$ cat src/rtl/mul_seq_ctrl_pkg.sv
// Shared definitions for the sequential multiplier: state encoding,
// the ALU control code for MUL, and default datapath sizing.
package mul_seq_ctrl_pkg;

    localparam int DEF_WIDTH = 32;
    localparam int DEF_CNT_W = 5;

    // ALU control code that triggers the multi-cycle multiply.
    localparam logic [4:0] ALU_MUL = 5'b01000;

    localparam logic [1:0] ST_IDLE = 2'd0;
    localparam logic [1:0] ST_RUN  = 2'd1;
    localparam logic [1:0] ST_DONE = 2'd2;

    typedef enum logic [1:0] {
        IDLE = ST_IDLE,
        RUN  = ST_RUN,
        DONE = ST_DONE
    } state_t;

endpackage

$ cat src/rtl/mul_seq_dp.sv
// Radix-2 shift-add multiply datapath: holds acc/mcand/mplier/cnt.
// Ports: clk_i, rst_i (async, active-low), clear_i, load_i, step_i,
//   src1_i, src2_i, acc_o, acc_next_o, cnt_last_o, and mplier_zero_o
//   when MUL_SEQ_EARLY_TERM_EN is defined.
module mul_seq_dp
    import mul_seq_ctrl_pkg::*;
#(
    parameter int WIDTH = DEF_WIDTH,
    parameter int CNT_W = DEF_CNT_W
) (
    input  logic             clk_i,
    input  logic             rst_i,
    input  logic             clear_i,
    input  logic             load_i,
    input  logic             step_i,
    input  logic [WIDTH-1:0] src1_i,
    input  logic [WIDTH-1:0] src2_i,
`ifdef MUL_SEQ_EARLY_TERM_EN
    output logic             mplier_zero_o,
`endif
    output logic [WIDTH-1:0] acc_o,
    output logic [WIDTH-1:0] acc_next_o,
    output logic             cnt_last_o
);

    logic [WIDTH-1:0] acc;
    logic [WIDTH-1:0] mcand;
    logic [WIDTH-1:0] mplier;
    logic [CNT_W-1:0] cnt;

    // Sum wraps modulo 2**WIDTH; only the low product bits are kept.
    assign acc_next_o = mplier[0] ? acc + mcand : acc;
    assign acc_o      = acc;
    assign cnt_last_o = (cnt == CNT_W'(WIDTH - 1));

`ifdef MUL_SEQ_EARLY_TERM_EN
    assign mplier_zero_o = (mplier == '0);
`endif

    always_ff @(posedge clk_i or negedge rst_i) begin
        if (!rst_i) begin
            acc    <= '0;
            mcand  <= '0;
            mplier <= '0;
            cnt    <= '0;
        end else if (clear_i) begin
            acc    <= '0;
            mcand  <= '0;
            mplier <= '0;
            cnt    <= '0;
        end else if (load_i) begin
            acc    <= '0;
            mcand  <= src1_i;
            mplier <= src2_i;
            cnt    <= '0;
        end else if (step_i) begin
            acc    <= acc_next_o;
            mcand  <= mcand << 1;
            mplier <= mplier >> 1;
            cnt    <= cnt + CNT_W'(1);
        end
    end

endmodule

$ cat src/rtl/mul_seq_ctrl.sv
// Multi-cycle MUL sequencer: FSM, CPU stall and done pulse around mul_seq_dp.
// Ports: clk_i, rst_i (async, active-low), start_i, flush_i, src1_i, src2_i,
//   result_o, busy_o, stall_o, done_o.
// Build option: MUL_SEQ_EARLY_TERM_EN ends RUN once the multiplier is zero.
module mul_seq_ctrl
    import mul_seq_ctrl_pkg::*;
#(
    parameter int WIDTH = DEF_WIDTH,
    parameter int CNT_W = DEF_CNT_W
) (
    input  logic             clk_i,
    input  logic             rst_i,
    input  logic             start_i,
    input  logic             flush_i,
    input  logic [WIDTH-1:0] src1_i,
    input  logic [WIDTH-1:0] src2_i,
    output logic [WIDTH-1:0] result_o,
    output logic             busy_o,
    output logic             stall_o,
    output logic             done_o
);

    state_t           state;
    logic             accept;
    logic             early_stop;
    logic             dp_load;
    logic             dp_step;
    logic             dp_clear;
    logic [WIDTH-1:0] acc;
    logic [WIDTH-1:0] acc_next;
    logic             cnt_last;

`ifdef MUL_SEQ_EARLY_TERM_EN
    logic mplier_zero;
    assign early_stop = mplier_zero;
`else
    assign early_stop = 1'b0;
`endif

    assign accept   = (state == IDLE) && start_i && !flush_i;
    assign dp_load  = accept;
    assign dp_clear = (state == RUN) && flush_i;
    assign dp_step  = (state == RUN) && !flush_i && !early_stop;

    // DONE drops the stall so the CPU advances with the result.
    assign stall_o = accept || (state == RUN);

    mul_seq_dp #(
        .WIDTH (WIDTH),
        .CNT_W (CNT_W)
    ) u_dp (
        .clk_i         (clk_i),
        .rst_i         (rst_i),
        .clear_i       (dp_clear),
        .load_i        (dp_load),
        .step_i        (dp_step),
        .src1_i        (src1_i),
        .src2_i        (src2_i),
`ifdef MUL_SEQ_EARLY_TERM_EN
        .mplier_zero_o (mplier_zero),
`endif
        .acc_o         (acc),
        .acc_next_o    (acc_next),
        .cnt_last_o    (cnt_last)
    );

    always_ff @(posedge clk_i or negedge rst_i) begin
        if (!rst_i) begin
            state    <= IDLE;
            result_o <= '0;
            busy_o   <= 1'b0;
            done_o   <= 1'b0;
        end else begin
            unique case (state)
                IDLE: begin
                    done_o <= 1'b0;
                    if (accept) begin
                        state  <= RUN;
                        busy_o <= 1'b1;
                    end
                end
                RUN: begin
                    if (flush_i) begin
                        state  <= IDLE;
                        busy_o <= 1'b0;
                    end else if (early_stop) begin
                        state    <= DONE;
                        result_o <= acc;
                        busy_o   <= 1'b0;
                        done_o   <= 1'b1;
                    end else if (cnt_last) begin
                        // Commit includes the add of this last iteration.
                        state    <= DONE;
                        result_o <= acc_next;
                        busy_o   <= 1'b0;
                        done_o   <= 1'b1;
                    end
                end
                DONE: begin
                    // A start_i still high here belongs to this instruction.
                    state  <= IDLE;
                    done_o <= 1'b0;
                end
                default: begin
                    state  <= IDLE;
                    busy_o <= 1'b0;
                    done_o <= 1'b0;
                end
            endcase
        end
    end

endmodule

$ cat config.mk
export PLATFORM = sky130hd
export DESIGN_NAME = mul_seq_ctrl
export DESIGN_NICKNAME = d
export VERILOG_FILES = /design/src/rtl/mul_seq_ctrl_pkg.sv /design/src/rtl/mul_seq_dp.sv /design/src/rtl/mul_seq_ctrl.sv
export SDC_FILE = /design/constraint.sdc
export NUM_CORES = 1
export LEC_CHECK = 0
export BUFFER_PORTS_ARGS = -buffer_cell sky130_fd_sc_hd__buf_4
export CORE_ASPECT_RATIO = 0.8
export CORE_MARGIN = 2
export CORE_UTILIZATION = 40
export CTS_BUF_LIST = sky130_fd_sc_hd__clkbuf_2
export DETAILED_ROUTE_END_ITERATION = 10
export PLACE_DENSITY = 0.63
export SLEW_MARGIN = 10
export SYNTH_ARGS = -nofsm -noshare
export SYNTH_HDL_FRONTEND = slang
export SYNTH_HIERARCHICAL = 1
export SYNTH_SLANG_ARGS = --single-unit
$ cat constraint.sdc
create_clock -name clk_i -period 4 [get_ports clk_i]
set_input_delay 0.4 -clock clk_i [delete_from_list [all_inputs] [get_ports clk_i]]
set_output_delay 0.4 -clock clk_i [all_outputs]
set_load 0.05 [all_outputs]
==> run summary, run 1 <==
Post-Syn Area per Cell - 9.68 µm²
share of cells above drive strength 1 - 21.7%
I/O pin total - 103
gr busiest metal - met2
fin cells - 1,332
R2R cell count - 10
DRT Pass-1 Iters - 5
Logic pwr share - 29.0%
post-cts resize count - 0
largest net degree at the start of global routing - 87
Distinct cells, synth - 82
initial core utilization - 40.6%
Die Span X - 169 µm
FF-to-FF Start - u_dp/acc_o[0]
gr usage total - 19.4%
initial antenna violation count - 0
synth warn - 6
CP Capture Point - result_o[26]
Total Wirelength - 21,600 µm
final worst-path cycle share - 78.8%
Switching Share - 35.7%
top cells by count, synth - nor2_1, dfrtp_1, a21oi_1
Final min period - 3.15 ns
status - completed
syn nets - 1,004
core area - 21,500 µm²
H-Tree Depth - 4
fraction of registers with async set/reset - 100%
height of the die - 136 µm
max cap viols - 0
Peak Freq - 0.317 GHz
post-DR wirelength/cell - 16.2 µm
initial drt markers - 447
worst-skew pair later-pin latency - 0.71 ns
RSZ-0062 raised after global routing - false
top_reg_cell synth - dfrtp_1
met1 Use GR - 28.3%
clock buffer depth - 2
Arr. time, crit path - 3.77 ns
Synth area leaders - dfrtp_1, mux2i_1, nor2_1
leakage dissipation - 0.00502 µW
Post-Syn Instances - 902
EDFF count, synth - 0
Worst Clk Skew - 0.0193 ns
Worst Path Max Fanout - 5
Setup crit start kind - flop
area leader, netlist - dfrtp_1
P_sw - 1140 µW
post-synthesis register bit count - 137
power per cell area - 308 nW/µm²
grt met2 use - 29.0%
worst r2r dst - result_o[26]
overall die area - 23,000 µm²
worst hold path type - primary input to asynchronous set/reset pin
Crit. Startpoint - u_dp/acc_o[0]
DR vias/cell - 5.34
Max Slew Vio Count - 0
nets - 1,148
ant diodes - 0
row count - 48
worst-margin pin slew - 0.905 ns
Clk pin slew, worst setup/hold paths - 0.19 ns
Sink Count - 137
detailed-route via count - 7,115
Placer Congestion - 0.847
Setup CP Type - flop to flop
TritonCTS Buffers - 17
most numerous cell in the Yosys netlist - nor2_1
Slew HR - 39.7%
area grow syn2layout - 19.2%
CTS tree - done
Critical Path End Type - flop
Filler cells - 2,037
Final Hold Fails - 0
root buffer cell - clkbuf_2
first-pass GRT wire length - 35,300 µm
GRT Residual Overflow - 0
number of global-route vias before repair - 6,910
r2r setup slk - 0.85 ns
Remaining DRCs - 0
internal power - 2060 µW
Critical Path RT - 4.62 ns
top cell type's share of synthesized area - 39.3%
met3 Track Usage GR - 4.19%
DP HPWL - 14,100 µm
post-synthesis sequential area ratio - 39.3%
Inst Count DP - 1,235
clock share of power - 20.8%
part of the power in registers - 50.2%
Max rail drop VDD - 139 µV
Synth Cell Area - 8730 µm²
number of port buffers - 102
Detail Route Antenna Nets - 0
final setup violation count - 0
setup TNS - 0 ns
[layer usage]
layer,part of all wire [%],up-vias,routed length [µm]
met5,0,-,0
met4,0.77,0,167
met3,5.3,15,1140
met2,44,193,9470
met1,50,3387,10800
li1,-,3520,-
[sequential cells by signal, summed over array words and instances, names as in the netlist]
name         count
state            2
u_dp/mplier     32
u_dp/mcand      32
busy_o           1
result_o        32
u_dp/cnt         5
done_o           1
u_dp/acc_o      32
[placed cells by master, fill, tap and decap left out, drive strengths merged, types with 5 or more instances in the layout]
cell type and n:
mux2i 71, ha 33, nor2 178, dlygate4sd3 67
o211ai 5, or2 5, a21o 18, a211oi 6
and3 7, a21oi 102, a211o 9, clkinv 7
nor3b 5, nand2 37, buf 115, and4 5
dfrtp 137, xnor2 10, nand3 22, nand4 8
clkbuf 20, o31ai 6, nor2b 5, nor3 11
o21a 11, mux2 46, inv 15, o211a 5
xor2 10, o21ai 23
[layout make-up]
| cell class | instances | area, µm² | share of cell area [%] |
|---|---|---|---|
| inverter | 15 | 56.3 | 0.541 |
| tap | 275 | 344 | 3.31 |
| timing repair buffer | 182 | 1540 | 14.8 |
| clock inverter | 10 | 57.6 | 0.553 |
| clock buffer | 20 | 100 | 0.963 |
| sequential | 137 | 3430 | 33.0 |
| multi-input combinational | 693 | 4870 | 46.9 |
[worst max-delay path, cell delays in order, from the launching register on]
cell	delay (ns)
dfrtp_1	0.44
ha_1	0.24
fa_1	0.45
a21oi_2	0.19
o211ai_2	0.17
a221oi_4	0.46
o211ai_4	0.17
a41oi_2	0.33
xnor2_1	0.10
mux2_4	0.25
mux2_2	0.26
[cell families after synthesis]
kind of cell / after synthesis / synth area share, %
flops: 137 / 39.3
compound gates: 218 / 17.2
simple gates: 304 / 15.9
fa+ha+maj: 34 / 4.96
xor+xnor: 20 / 2.01
buf+inv: 72 / 5.20
mux: 117 / 15.4
[power groups by stage]
stage          clock network, µW  logic [µW]  registers (µW)
2_1_floorplan                  0         681            1600
3_3_place_gp                   0         856            1630
3_5_place_dp                   0         866            1630
4_1_cts                      702         924            1610
5_1_grt                      770        1040            1620
6_report                     667         927            1610
[per-stage QoR]
step / power (µW) / setup slack [ns] / hold WS (ns) / util (%) / instance area [µm²]
6_report: 3200 / 0.847 / 0.290 / 48.4 / 10400
5_1_grt: 3430 / 0.673 / 0.269 / 48.4 / 10400
4_1_cts: 3230 / 0.859 / 0.265 / 48.4 / 10400
3_5_place_dp: 2500 / 0.880 / 0.495 / 44.5 / 9570
3_3_place_gp: 2480 / 0.959 / 0.500 / 44.5 / 9570
2_1_floorplan: 2280 / 1.15 / 0.104 / - / 8730
[worst min path at each step]
stage / from / end / slack [ns] / cells past startpoint
after floorplan: rst_i / busy_o / 0.10 / 0
after global placement: result_o[15] / result_o[15] / 0.50 / 1
after detailed placement: result_o[4] / result_o[4] / 0.49 / 1
after CTS: rst_i / result_o[18] / 0.27 / 2
after global routing: rst_i / u_dp/mcand[12] / 0.27 / 2
final: rst_i / result_o[19] / 0.29 / 2
[what timing repair did]
action,in CTS,in global routing
hold buffers,67,0
setup buffers,0,0
hold endpoints to repair,151,0
Power figures use the tool's default switching activity.
==> inputs of run 2 (changes only) <==
ABC_AREA = 1   (was not set)
PLACE_DENSITY = 0.65   (was 0.63)
clock period = 2.8 ns   (was 4 ns; I/O delays follow)
==> run 2 against run 1 <==
  * Critical path depth unchanged
  * Die area increased by 1.2%
  * Combinational power increased to 3.2 times the previous value
  * Area after synthesis increased by 1.3%
  * Wire length increased by 14%
  * Worst setup slack got worse by 0.47 ns
  * Worst hold slack improved by 0.071 ns
  * Global-route usage increased by 2.9 points
  * Synthesized cell count increased by 43%
  * Critical path type unchanged
  * Cell area increased by 4.0%
  * Critical endpoint is now u_dp/mcand[25]
==> run summary, run 2 <==
row count - 48
clock buffer depth - 2
syn nets - 1,389
Synth Cell Area - 8840 µm²
first-pass GRT wire length - 40,600 µm
number of port buffers - 102
adder-cell area share of the yosys netlist - 4.90%
I/O pin total - 103
post-synthesis compound-gate area fraction - 11.5%
Slew HR - 49.5%
Detail Route Antenna Nets - 0
TritonCTS Buffers - 17
worst r2r dst - u_dp/mcand[25]
post-synthesis sequential area ratio - 38.8%
most common cell after layout, fill and taps aside - nand2_1
Filler cells - 2,220
largest net degree at the start of global routing - 62
Post-DP Area - 9860 µm²
Critical Path RT - 3.38 ns
core area - 21,600 µm²
area grow syn2layout - 22.4%
Hold Path Depth - 3
Post-Synth XOR/XNOR Area - 1.49%
Final min period - 2.43 ns
worst-skew pair later-pin latency - 0.73 ns
final setup violation count - 0
status - completed
DRT Pass-1 Iters - 5
R2R cell count - 10
nets - 1,546
fraction of registers with async set/reset - 100%
worst hold path type - primary input to flop
Worst Path Max Fanout - 30
root buffer cell - clkbuf_2
post-DR wirelength/cell - 14.2 µm
top cell type's share of synthesized area - 38.8%
Remaining DRCs - 0
final worst-path cycle share - 86.7%
power per cell area - 643 nW/µm²
Total Wirelength - 24,700 µm
main combinational cell family by area after synthesis - simple AND/OR/NAND/NOR gates
leakage dissipation - 0.00609 µW
RSZ-0062 raised after global routing - false
Setup crit start kind - flop
DP HPWL - 18,000 µm
worst-margin pin slew - 0.757 ns
CP Capture Point - u_dp/mcand[25]
r2r setup slk - 0.37 ns
gr usage total - 22.3%
initial antenna violation count - 0
Crit. Startpoint - state[1]
Die Span X - 170 µm
synth warn - 6
Post-Syn Area per Cell - 6.87 µm²
post-CTS setup buffer count - 0
Distinct cells, synth - 43
post-layout util - 50.0%
Finished Cell Area - 10,800 µm²
DR vias/cell - 4.85
multiplexer share of the synthesized area - 0%
height of the die - 137 µm
Max rail drop VDD - 303 µV
Synth area leaders - dfrtp_1, nand2_1, inv_1
Clk pin slew, worst setup/hold paths - 0.26 ns
initial drt markers - 657
overall die area - 23,300 µm²
top_reg_cell synth - dfrtp_1
H-Tree Depth - 4
Sink Count - 137
FF-to-FF Start - state[1]
most frequent cells in the layout - nand2_1, inv_1, dfrtp_1
top cells by count, synth - nand2_1, inv_1, dfrtp_1
most numerous cell in the Yosys netlist - nand2_1
post-synthesis register bit count - 137
# hold bufs at CTS - 68
Worst Clk Skew - 0.0532 ns
detailed-route via count - 8,407
Placer Congestion - 0.926
Setup CP Type - flop to flop
Peak Freq - 0.412 GHz
share of cells above drive strength 1 - 13.2%
CTS tree - done
area leader, netlist - dfrtp_1
Final Hold Fails - 0
EDFF count, synth - 0
ant diodes - 0
Max Slew Vio Count - 0
Post-Syn Instances - 1,287
Arr. time, crit path - 3.00 ns
GRT Residual Overflow - 0
Critical Path End Type - flop
post-cts resize count - 0
simple-gate share of the synthesized area - 31.4%
max cap viols - 0
number of global-route vias before repair - 7,777
setup TNS - 0 ns
initial core utilization - 40.9%
==> run 2: changes by cell type after synthesis, sizes merged, moves of 9 or more <==
cell and change:
mux2 -46, nor2 -124, clkbuf -14, inv +196
and2 +13, mux2i -71, o22ai +31, nand3 +72
nand2 +436, a21oi -82, a21o -17, a211o -9
o21ai +95
==> run 2: report_power, final <==
group / leakage, µW / total (µW) / switching (µW) / internal (µW)
Clock: 0.000156 / 1370 / 852 / 517
Sequential: 0.00180 / 2650 / 297 / 2350
Combinational: 0.00413 / 2940 / 1830 / 1110
Total: 0.00609 / 6960 / 2980 / 3980
==> run 2: how the worst min path moves through the flow <==
stage / from / endpoint / slack [ns]
after floorplan: rst_i / busy_o / -0.02
after global placement: rst_i / result_o[5] / 0.30
after detailed placement: rst_i / result_o[5] / 0.30
after CTS: rst_i / result_o[5] / 0.02
after global routing: src2_i[31] / u_dp/mplier[31] / 0.26
final: src2_i[31] / u_dp/mplier[31] / 0.36
==> run 2: cell families (layout without fill, tap and decap cells) <==
logic type	count (synthesis)	count (layout)
XOR/XNOR	15	15
AO/OA/AOI/OAI	185	185
buffers and inverters	261	431
flip-flops	137	137
adder cells (fa/ha/maj)	34	34
AND/OR/NAND/NOR	655	655
==> run 2: cell type report <==
type | count | area (µm²) | share of cell area (%)
multi-input cells | 889 | 4360 | 40.3
flip-flops and latches | 137 | 3430 | 31.7
repair buffers | 186 | 1610 | 14.9
inverters | 213 | 801 | 7.40
well taps | 275 | 344 | 3.18
clock inverters | 15 | 186 | 1.72
clock buffers | 17 | 85.1 | 0.786
==> run 2: per-layer routing <==
metal	vias to the layer above	global-route usage (%)	wire length (µm)
met3	10	3.76	1590
met2	247	31.9	9820
met5	-	0	0
met4	0	3.85	127
li1	4325	-	-
met1	3825	35.2	13100
==> run 2: metrics by stage <==
step                      total power [µW]  setup WS, ns  hold WS, ns  cells
final                                 6960         0.373        0.361   1732
after detailed placement              5520         0.461        0.300   1631
after global routing                  7530         0.197        0.258   1732
after global placement                5470         0.531        0.299   1631
after floorplan                       4690         0.764      -0.0156   1287
after CTS                             6970         0.394       0.0180   1731
==> run 2: critical path, stage by stage, from the launching register on <==
cell and delay, ns:
dfrtp_1 0.46, inv_1 0.05, nand4_1 0.15, inv_1 0.16, nor2_8 0.13, inv_2 0.07, nor2_8 0.39, inv_2 0.25
nand2_1 0.11, buf_4 0.34, o22ai_1 0.13
==> inputs of run 3 (changes only) <==
MAX_ROUTING_LAYER = met4   (was not set)
==> run 3 against run 2 <==
  * Wire length up 2.9%
  * Clock skew down 0.0061 ns
  * Combinational power about the same
  * Cell count up 0.17%
  * First-iteration DRC count down 2.3%
  * Global-route usage up 1.0 points
==> run summary, run 3 (synthesized netlist as in run 2, its figures left out) <==
most common cell after layout, fill and taps aside - nand2_1
detailed-route via count - 8,444
Post-DP Area - 9860 µm²
number of port buffers - 102
overall die area - 23,300 µm²
GRT Residual Overflow - 0
Die Span X - 170 µm
max cap viols - 0
Clk pin slew, worst setup/hold paths - 0.27 ns
Filler cells - 2,220
nets - 1,547
CTS tree - done
height of the die - 137 µm
Worst Clk Skew - 0.0471 ns
clock buffer depth - 2
area grow syn2layout - 22.4%
H-Tree Depth - 4
post-CTS setup buffer count - 0
DP HPWL - 18,400 µm
power per cell area - 637 nW/µm²
setup TNS - 0 ns
root buffer cell - clkbuf_2
leakage dissipation - 0.00609 µW
Max Slew Vio Count - 0
Max rail drop VDD - 247 µV
fin cells - 1,735
initial drt markers - 642
number of global-route vias before repair - 7,690
TritonCTS Buffers - 17
Critical Path RT - 3.41 ns
Placer Congestion - 0.973
Arr. time, crit path - 3.00 ns
row count - 48
largest net degree at the start of global routing - 62
initial core utilization - 40.9%
worst hold path type - primary input to flop
Peak Freq - 0.419 GHz
final worst-path cycle share - 85.3%
I/O pin total - 103
DRT Pass-1 Iters - 5
most frequent cells in the layout - nand2_1, inv_1, dfrtp_1
Setup crit start kind - flop
Setup CP Type - flop to flop
RSZ-0062 raised after global routing - false
final setup violation count - 0
Total Wirelength - 25,400 µm
worst-margin pin slew - 1.02 ns
Sink Count - 137
Critical Path End Type - flop
worst-skew pair later-pin latency - 0.75 ns
Slew HR - 31.7%
post-DR wirelength/cell - 14.6 µm
post-cts resize count - 0
initial antenna violation count - 1
Worst Path Max Fanout - 30
Inst Count DP - 1,631
Final min period - 2.39 ns
first-pass GRT wire length - 40,800 µm
Detail Route Antenna Nets - 0
Final Hold Fails - 0
gr usage total - 23.3%
status - completed
Remaining DRCs - 0
DR vias/cell - 4.87
r2r setup slk - 0.41 ns
core area - 21,600 µm²
Finished Cell Area - 10,800 µm²
share of cells above drive strength 1 - 13.2%
==> run 3: cell types whose count changed in the layout (fill, tap and decap cells not counted) <==
cell / delta
clkinv_2: -1
diode_2: +2
inv_6: +1
clkinv_4: -1
bufinv_16: -2
inv_8: +5
dlygate4sd3_1: +1
clkinvlp_4: -1
clkinv_1: -1
==> run 3: metal layers <==
layer | GRT usage (%) | vias up | wire [µm]
met1 | 36.2 | 3852 | 13400
met2 | 32.0 | 245 | 10100
met4 | 4.32 | 0 | 223
met5 | - | - | 0
li1 | - | 4331 | -
met3 | 3.38 | 16 | 1570
==> run 3: cell type report <==
class                           count  area, µm²  share of cell area (%)
Timing Repair Buffer              187       1620                    15.0
Inverter                          213        801                    7.40
Multi-Input combinational cell    889       4360                    40.4
Clock inverter                     15        166                    1.54
Sequential cell                   137       3430                    31.7
Clock buffer                       17       85.1                   0.787
Tap cell                          275        344                    3.18
Antenna cell                        2       5.00                  0.0463
==> run 3: metrics by stage <==
step                util (%)  setup WS (ns)  hold slack [ns]  power [µW]
floorplan                  -          0.764          -0.0156        4690
global placement        45.6          0.539            0.269        5480
detailed placement      45.6          0.470            0.267        5520
CTS                     50.0          0.428            0.272        6900
global route            50.0          0.189            0.283        7450
finish                  50.0          0.413            0.321        6890
==> run 3: worst paths after layout <==
kind	endpoint	startpoint	cells past startpoint
worst max-delay path	u_dp/mcand[13]	state[1]	10
worst min-delay path	u_dp/mplier[31]	src2_i[31]	3
worst max register to register	u_dp/mcand[13]	state[1]	10
worst min register to register	result_o[30]	result_o[30]	2
max in group asynchronous	u_dp/mplier[24]	rst_i	4
min in group asynchronous	u_dp/mcand[19]	rst_i	3
==> run 3: report_power, final <==
part	internal (µW)	switching [µW]	total (µW)
Clock	379	911	1290
Sequential	2350	292	2650
Combinational	1110	1840	2950
Total	3840	3040	6890
==> run 3: worst max-delay path, cell delays in order, from the launching register on <==
cell and delay, ns:
dfrtp_1 0.45, inv_1 0.05, nand4_1 0.15, inv_1 0.17, nor2_8 0.14, inv_2 0.07
nor2_8 0.38, inv_2 0.25, nand2_1 0.11, buf_4 0.33, o22ai_1 0.12
==> run 3: what timing repair did <==
action	in CTS	in global routing
hold buffers	70	0
hold endpoints to repair	208	0
endpoints found under the setup margin	0	0
